<file path="config.mk">
export PLATFORM = sky130hd
export DESIGN_NAME = serial_adder
export DESIGN_NICKNAME = d
export VERILOG_FILES = /design/src/rtl/serial_adder_pkg.sv /design/src/rtl/serial_adder_full_adder.sv /design/src/rtl/serial_adder.sv
export SDC_FILE = /design/constraint.sdc
export NUM_CORES = 1
export LEC_CHECK = 0
export ABC_AREA = 0
export BUFFER_PORTS_ARGS = -buffer_cell sky130_fd_sc_hd__buf_2
export CAP_MARGIN = 25
export CORE_MARGIN = 4
export CORE_UTILIZATION = 48
export CTS_CLUSTER_DIAMETER = 60
export DETAILED_ROUTE_END_ITERATION = 10
export PLACE_DENSITY = 0.74
export SYNTH_ARGS = -nofsm -noshare
export SYNTH_HDL_FRONTEND = slang
export SYNTH_SLANG_ARGS = --single-unit
export TNS_END_PERCENT = 10
</file>
<file path="constraint.sdc">
create_clock -name clk -period 1.5 [get_ports clk]
set_input_delay 0.15 -clock clk [delete_from_list [all_inputs] [get_ports clk]]
set_output_delay 0.15 -clock clk [all_outputs]
set_load 0.01 [all_outputs]
</file>
<file path="src/rtl/serial_adder_pkg.sv">
// Shared types and limits for the bit-serial adder.
package serial_adder_pkg;

   // Largest operand width the adder is built for.
   localparam int unsigned MAX_WIDTH = 64;

   // Control states: idle, one bit per cycle, single-cycle completion.
   typedef enum logic [1:0] {
      IDLE  = 2'd0,
      SHIFT = 2'd1,
      DONE  = 2'd2
   } state_e;

   // Bit counter width for a given operand width (never below one bit).
   function automatic int unsigned cnt_width(input int unsigned w);
      int unsigned cw;
      cw = $clog2(w + 1);
      return (cw < 1) ? 1 : cw;
   endfunction

endpackage

</file>
<file path="src/rtl/serial_adder_full_adder.sv">
// Single-bit full adder cell used by the serial adder datapath.
module full_adder (
   input  logic a,
   input  logic b,
   input  logic cin,
   output logic sum,
   output logic cout
);

   assign sum  = a ^ b ^ cin;
   assign cout = (a & b) | (b & cin) | (a & cin);

endmodule

</file>
<file path="src/rtl/serial_adder.sv">
// Bit-serial adder: a + b + cin over WIDTH cycles, LSB first, one FA cell.
module serial_adder
   import serial_adder_pkg::*;
#(
   parameter int unsigned WIDTH = 8
) (
   input  logic             clk,
   input  logic             rst,
   input  logic             start,
   input  logic [WIDTH-1:0] a,
   input  logic [WIDTH-1:0] b,
   input  logic             cin,
   output logic             busy,
   output logic             done,
   output logic [WIDTH-1:0] sum,
   output logic             cout
);

   localparam int unsigned      CNT_W = cnt_width(WIDTH);
   localparam logic [CNT_W-1:0] LAST  = CNT_W'(WIDTH - 1);

   if (WIDTH < 1 || WIDTH > MAX_WIDTH) begin : g_width_check
      $error("serial_adder: WIDTH out of supported range");
   end

   state_e           state_q, state_d;
   logic [WIDTH-1:0] a_sh_q, a_sh_d;
   logic [WIDTH-1:0] b_sh_q, b_sh_d;
   logic [WIDTH-1:0] res_sh_q, res_sh_d;
   logic [WIDTH-1:0] sum_q, sum_d;
   logic             carry_q, carry_d;
   logic             cout_q, cout_d;
   logic [CNT_W-1:0] cnt_q, cnt_d;
   logic             fa_sum, fa_cout;
   logic [WIDTH-1:0] res_next;

   full_adder u_fa (
      .a    (a_sh_q[0]),
      .b    (b_sh_q[0]),
      .cin  (carry_q),
      .sum  (fa_sum),
      .cout (fa_cout)
   );

   // Result shift register with the new FA sum entering at the MSB;
   // written as a shift/or so that WIDTH=1 needs no empty slice.
   assign res_next = (res_sh_q >> 1) | (WIDTH'(fa_sum) << (WIDTH - 1));

   assign busy = (state_q == SHIFT);
   assign done = (state_q == DONE);
   assign sum  = sum_q;
   assign cout = cout_q;

   // Next-state and datapath update; DONE accepts start like IDLE.
   always_comb begin
      state_d  = state_q;
      a_sh_d   = a_sh_q;
      b_sh_d   = b_sh_q;
      res_sh_d = res_sh_q;
      carry_d  = carry_q;
      cnt_d    = cnt_q;
      sum_d    = sum_q;
      cout_d   = cout_q;
      unique case (state_q)
         IDLE, DONE: begin
            state_d = IDLE;
            if (start) begin
               a_sh_d   = a;
               b_sh_d   = b;
               carry_d  = cin;
               res_sh_d = '0;
               cnt_d    = '0;
               state_d  = SHIFT;
            end
         end
         SHIFT: begin
            a_sh_d   = a_sh_q >> 1;
            b_sh_d   = b_sh_q >> 1;
            res_sh_d = res_next;
            carry_d  = fa_cout;
            cnt_d    = cnt_q + 1'b1;
            if (cnt_q == LAST) begin
               sum_d   = res_next;
               cout_d  = fa_cout;
               state_d = DONE;
            end
         end
         default: state_d = IDLE;
      endcase
   end

   // State register.
   always_ff @(posedge clk or posedge rst) begin
      if (rst) state_q <= IDLE;
      else     state_q <= state_d;
   end

   // Datapath registers: operand/result shifters, carry, counter, outputs.
   always_ff @(posedge clk or posedge rst) begin
      if (rst) begin
         a_sh_q   <= '0;
         b_sh_q   <= '0;
         res_sh_q <= '0;
         carry_q  <= 1'b0;
         cnt_q    <= '0;
         sum_q    <= '0;
         cout_q   <= 1'b0;
      end else begin
         a_sh_q   <= a_sh_d;
         b_sh_q   <= b_sh_d;
         res_sh_q <= res_sh_d;
         carry_q  <= carry_d;
         cnt_q    <= cnt_d;
         sum_q    <= sum_d;
         cout_q   <= cout_d;
      end
   end

endmodule

</file>
==> results by group, run 1 <==
Cells and area
  • Share of layout cells above drive strength 1: 38.7%
  • Final core utilization: 61.6%
  • Commonest non-fill, non-tap cell in the layout: dfrtp_1
  • Non-filler cells, final: 199
  • Area of the multi-input gates: 592 µm²
  • Fill cells: 268
  • Register Area: 976 µm²
  • Antenna diodes: 0
  • # nets final: 176
  • Area grow syn2layout: 20.4%
  • Most frequent cells in the layout: 39 x dfrtp_1, 30 x buf_2, 26 x a22o_1

Clock network
  • Clock sinks: 39
  • Htree depth: 2
  • Clock Latency Late Sink: 0.34 ns
  • CTS Buf Count: 5
  • Worst-path clk slew: 0.11 ns
  • Longest Clk Path Bufs: 2
  • CTS tree: done
  • Root Driver: clkbuf_4

Floorplanning
  • I/O Pins: 31
  • Core ar.: 3130 µm²
  • Die Span Y: 65.7 µm
  • Starting density of the core: 51.2%
  • Die ar.: 4320 µm²
  • Std-Cell Rows: 20
  • Die width: 65.7 µm

Critical path
  • Startpoint Class: register
  • R2r setup slk: 0.03 ns
  • R2r startpoint: state_q[1]
  • CP bufs+invs: 1
  • Crit end category: register
  • Reg2Reg Depth: 4
  • Critical path's slowest cell: dfrtp_1
  • Worst EP arrival: 1.71 ns
  • WP depth: 4
  • Crit path max-delay family: simple AND/OR/NAND/NOR gates
  • Critical Setup Path Class: reg2reg
  • Reg-to-reg endpoint: sum[2]
  • Crit-path max FO: 10
  • Cell breakdown of the critical path: and2b_2, nor3b_2, buf_6, mux2_2
  • Worst Path Required: 1.74 ns
  • CP peak stage delay: 0.39 ns

Synthesis
  • Mapped Cells: 116
  • Syn avg cell area: 13.8 µm²
  • Sequential fraction of the synthesis area: 61.0%
  • Yosys warns: 0
  • Top cells by area in the synthesized netlist: dfrtp_1 61%, a22o_1 14%, a21o_1 7.0%
  • Post-synth top flop: dfrtp_1
  • Yosys top cell area share: 61.0%
  • Post-Syn Area: 1600 µm²
  • Leading area contributor after synthesis: dfrtp_1
  • Post-synth ARST share: 100%
  • FF+latch count, synth: 39
  • Synth cell types: 20
  • Number of synthesized flops with an enable pin: 0
  • Syn Nets: 138

Drt
  • Drt drc: 0
  • Routed wire length: 2840 µm
  • Vias/cell: 5.46
  • Via count: 1086
  • ANT nets after route: 0
  • DRT iter0 DRCs: 46
  • TritonRoute pass-1 iters: 4
  • DR WL/cell: 14.3 µm

Timing
  • Fmax achieved: 679 MHz
  • Clk_skew: 0.00813 ns
  • Slew Limit Fails: 0
  • Sum of negative setup slack: 0 ns
  • Unrepaired setup endpoints after global routing: yes
  • Final Cycle Share: 98.2%
  • # setup viols final: 0
  • Final Hold Vio Count: 0
  • Worst-margin pin slew: 0.544 ns
  • Relative slew slack: 63.7%
  • Crit path time final: 1.47 ns

Status
  • Status: finished, final reports clean

Placement
  • Global placer's final weighted congestion: 0.791
  • Number of port buffers: 30
  • Detailed Place HPWL: 1970 µm
  • Placed cells: 189

Power and ir drop
  • Pleak: 1.04 nW
  • Power Dens Cells: 2110 nW/µm²
  • Max IR drop VDD: 1020 µV

Global route
  • Initial antenna violation count: 0
  • Overall global routing resource usage: 14.7%
  • Global-route wire length before repair: 4740 µm
  • Largest net degree at the start of global routing: 40
  • Vias in the first global route: 1048
  • Grt ovf: 0

Job
  • Max cap viols: 0

Hold path
  • Hold path cells: 2
  • Sink of the worst hold path: b_sh_q[7]
  • Hold Crit Start: b[7]
  • HP Class: in2reg
-- per-stage QoR --
stage               total power (W)  worst slack, ns  hold WS [ns]  instance area, µm²
finish                      0.00406           0.0269        0.0288                1930
global route                0.00435          -0.0293        0.0164                1930
CTS                         0.00408          0.00590        0.0180                1910
detailed placement          0.00343           -0.133         0.289                1810
global placement            0.00333          -0.0650         0.279                1810
floorplan                   0.00296           0.0857         0.283                1600
-- worst register-to-register path, delay by kind of cell, from the launching register on --
kind,cells,cell delay (ns)
buffers and inverters,1,0.17
flip-flops,1,0.39
multiplexers,1,0.34
AND/OR/NAND/NOR,2,0.47
-- cells by family (layout without fill, tap and decap cells) --
group                      count (synthesis)  after routing  synth area share, %
AOI/OAI and AO/OA                         42             42                 21.6
DFF                                       39             39                 61.0
xor gates and xnor gates                   1              1                0.547
muxes                                     11             11                 7.58
adders and majority gates                  2              2                 2.03
buffers and inverters                      9             48                 3.05
and+or+nand+nor                           12             12                 4.22
-- area by class of cell --
cell class              instances  area share (%)
clock buffers                   7            3.38
well taps                      44            2.86
clock inverters                 1           0.390
multi-input cells              68            30.7
inverters                       1           0.195
repair buffers                 39            11.8
flip-flops and latches         39            50.6
-- repair_timing --
action / 4_1_cts / 5_1_grt
pin swaps: 1 / 0
hold endpoints to repair: 39 / 0
setup buffers: 0 / 1
hold buffers: 1 / 0
resized for setup: 5 / 2
setup endpoints to repair: 34 / 11
-- worst max-delay path by stage --
stage	start	end	slack (ns)
after floorplan	cnt_q[0]	cout	0.09
after global placement	state_q[0]	res_sh_q[2]	-0.07
after detailed placement	state_q[0]	a_sh_q[7]	-0.13
after CTS	cnt_q[1]	sum[2]	0.006
after global routing	state_q[1]	sum[2]	-0.03
final	state_q[1]	sum[2]	0.03
-- state kept, by name, indices dropped and copies added, names as in the netlist --
signal / flops
state_q: 2
res_sh_q: 7
cout: 1
carry_q: 1
b_sh_q: 8
a_sh_q: 8
cnt_q: 4
sum: 8
-- synth_stat cells, types with 2 or more instances --
cell      n
mux2_2    9
a22o_1   26
mux2i_1   2
nand2_1   3
buf_2     6
buf_4     2
dfrtp_1  39
a21o_1   15
nor2b_1   3
-- routing by layer --
layer  routed length (µm)  global-route usage (%)
met5                    0                       0
met4                   40                    3.89
met3                  173                    6.50
met2                 1370                    23.5
met1                 1260                    17.9
-- report_power, final --
group	leakage (nW)	internal, W	switching (W)	total, W
Combinational	0.502	0.000904	0.000761	0.00166
Clock	0.0375	0.000274	0.000333	0.000607
Sequential	0.498	0.00152	0.000274	0.00179
Total	1.04	0.00269	0.00137	0.00406
No activity file was read; power rests on OpenSTA's default activity.
==> inputs of run 2 (changes only) <==
- PLACE_DENSITY: 0.74 -> 0.71
- TNS_END_PERCENT: 10 -> default
==> results by group, run 2 (synthesis results as in run 1) <==
Global route
  • Initial antenna violation count: 0
  • Overall global routing resource usage: 16.2%
  • Vias in the first global route: 1180
  • Largest net degree at the start of global routing: 40
  • Grt ovf: 0
  • Global-route wire length before repair: 5220 µm

Power and ir drop
  • Sw Share: 32.7%
  • P_sw: 0.00148 W
  • Max IR drop VDD: 974 µV
  • Pleak: 1.11 nW
  • Power Dens Cells: 2210 nW/µm²
  • Clock share of power: 16.1%
  • Flop pwr share: 40.1%
  • Power Internal: 0.00305 W
  • Gate power share: 43.8%

Clock network
  • CTS tree: done
  • CTS Buf Count: 5
  • Longest Clk Path Bufs: 2
  • Htree depth: 2
  • Clock Latency Late Sink: 0.34 ns
  • Clock sinks: 39
  • Root Driver: clkbuf_4
  • Worst-path clk slew: 0.12 ns

Timing
  • Final Cycle Share: 104%
  • Worst-margin pin slew: 0.546 ns
  • Slew Limit Fails: 0
  • Fmax achieved: 639 MHz
  • Final WS setup: -0.0657 ns
  • Relative slew slack: 63.5%
  • Sum of negative setup slack: -0.351 ns
  • Clk_skew: 0.0110 ns
  • Final Hold Vio Count: 0
  • Crit path time final: 1.57 ns
  • Hold slack: 0.0236 ns
  • Unrepaired setup endpoints after global routing: yes
  • # setup viols final: 9

Cells and area
  • Non-filler cells, final: 206
  • Share of layout cells above drive strength 1: 42.0%
  • Area of the multi-input gates: 617 µm²
  • Register Area: 976 µm²
  • Commonest non-fill, non-tap cell in the layout: dfrtp_1
  • # nets final: 183
  • Fill cells: 244
  • Most frequent cells in the layout: 39 x dfrtp_1, 30 x buf_2, 26 x a22o_1
  • Antenna diodes: 0
  • Area grow syn2layout: 28.0%
  • Fin area: 2050 µm²

Hold path
  • HP Class: in2reg

Floorplanning
  • Die ar.: 4320 µm²
  • Die width: 65.7 µm
  • Core ar.: 3130 µm²
  • Die Span Y: 65.7 µm
  • Starting density of the core: 51.2%
  • Std-Cell Rows: 20
  • I/O Pins: 31

Drt
  • DRT iter0 DRCs: 30
  • TritonRoute pass-1 iters: 4
  • Via count: 1114
  • Routed wire length: 3310 µm
  • Drt drc: 0
  • ANT nets after route: 0
  • DR WL/cell: 16.1 µm
  • Vias/cell: 5.41

Status
  • Status: complete, but fails checks
  • Failing checks: negative setup slack

Placement
  • Post-Place Worst Slack: -0.142 ns
  • Post-place instance area: 1810 µm²
  • Global placer's final weighted congestion: 0.707
  • Detailed Place HPWL: 2130 µm
  • Number of port buffers: 30
  • Placed cells: 189

Job
  • Max cap viols: 0

Critical path
  • Critical path's slowest cell: dfrtp_1
  • CP peak stage delay: 0.40 ns
  • Cell breakdown of the critical path: and2b_4, nor3b_4, buf_6, mux2_2
  • Worst EP arrival: 1.80 ns
  • Startpoint Class: register
  • Crit-path max FO: 5
  • Worst Path Required: 1.73 ns
  • Crit end category: register
  • CP bufs+invs: 1
  • Critical Setup Path Class: reg2reg
  • Crit path max-delay family: simple AND/OR/NAND/NOR gates
[run 2: layer usage]
metal / vias to the layer above / GRT usage [%] / wire length (µm)
met2: 22 / 27.3 / 1730
li1: 515 / - / -
met4: 0 / 5.96 / 42
met3: 6 / 6.15 / 138
met1: 571 / 18.5 / 1400
met5: - / 0 / 0
[run 2: power by group through the flow]
stage | Combinational [W] | Sequential [W] | Clock (W)
after global routing | 0.00219 | 0.00187 | 0.000792
after CTS | 0.00165 | 0.00181 | 0.000743
after detailed placement | 0.00164 | 0.00183 | 0
after global placement | 0.00155 | 0.00179 | 0
final | 0.00198 | 0.00182 | 0.000732
after floorplan | 0.00116 | 0.00181 | 0
[run 2: worst paths after layout]
check,from,end,slack [ns],cells past startpoint
max in group asynchronous,rst,a_sh_q[7],0.71,4
setup / recovery,state_q[1],sum[5],-0.07,4
min in group asynchronous,rst,sum[0],0.45,4
setup reg to reg,state_q[1],sum[5],-0.07,4
hold reg to reg,a_sh_q[1],a_sh_q[1],0.49,1
hold / removal,b[7],b_sh_q[7],0.02,2
[run 2: per-stage QoR]
step | utilization [%] | power, W
after detailed placement | 58.0 | 0.00347
final | 65.5 | 0.00453
after floorplan | - | 0.00296
after CTS | 61.0 | 0.00420
after global placement | 58.0 | 0.00334
after global routing | 65.5 | 0.00485
[run 2: area by class of cell]
| class | count | area share [%] |
|---|---|---|
| clock buffers | 6 | 2.50 |
| clock inverters | 2 | 1.71 |
| inverters | 1 | 0.183 |
| multi-input cells | 68 | 30.1 |
| flip-flops and latches | 39 | 47.6 |
| well taps | 44 | 2.69 |
| repair buffers | 46 | 15.1 |
[run 2: timing repair]
| action | in CTS | in global routing |
|---|---|---|
| setup buffers | 0 | 6 |
| hold buffers | 1 | 0 |
| endpoints found under the setup margin | 35 | 36 |
| gates resized for setup | 0 | 19 |
| cloned | 0 | 2 |
| endpoints found under the hold margin | 39 | 0 |
| pin swaps | 0 | 9 |
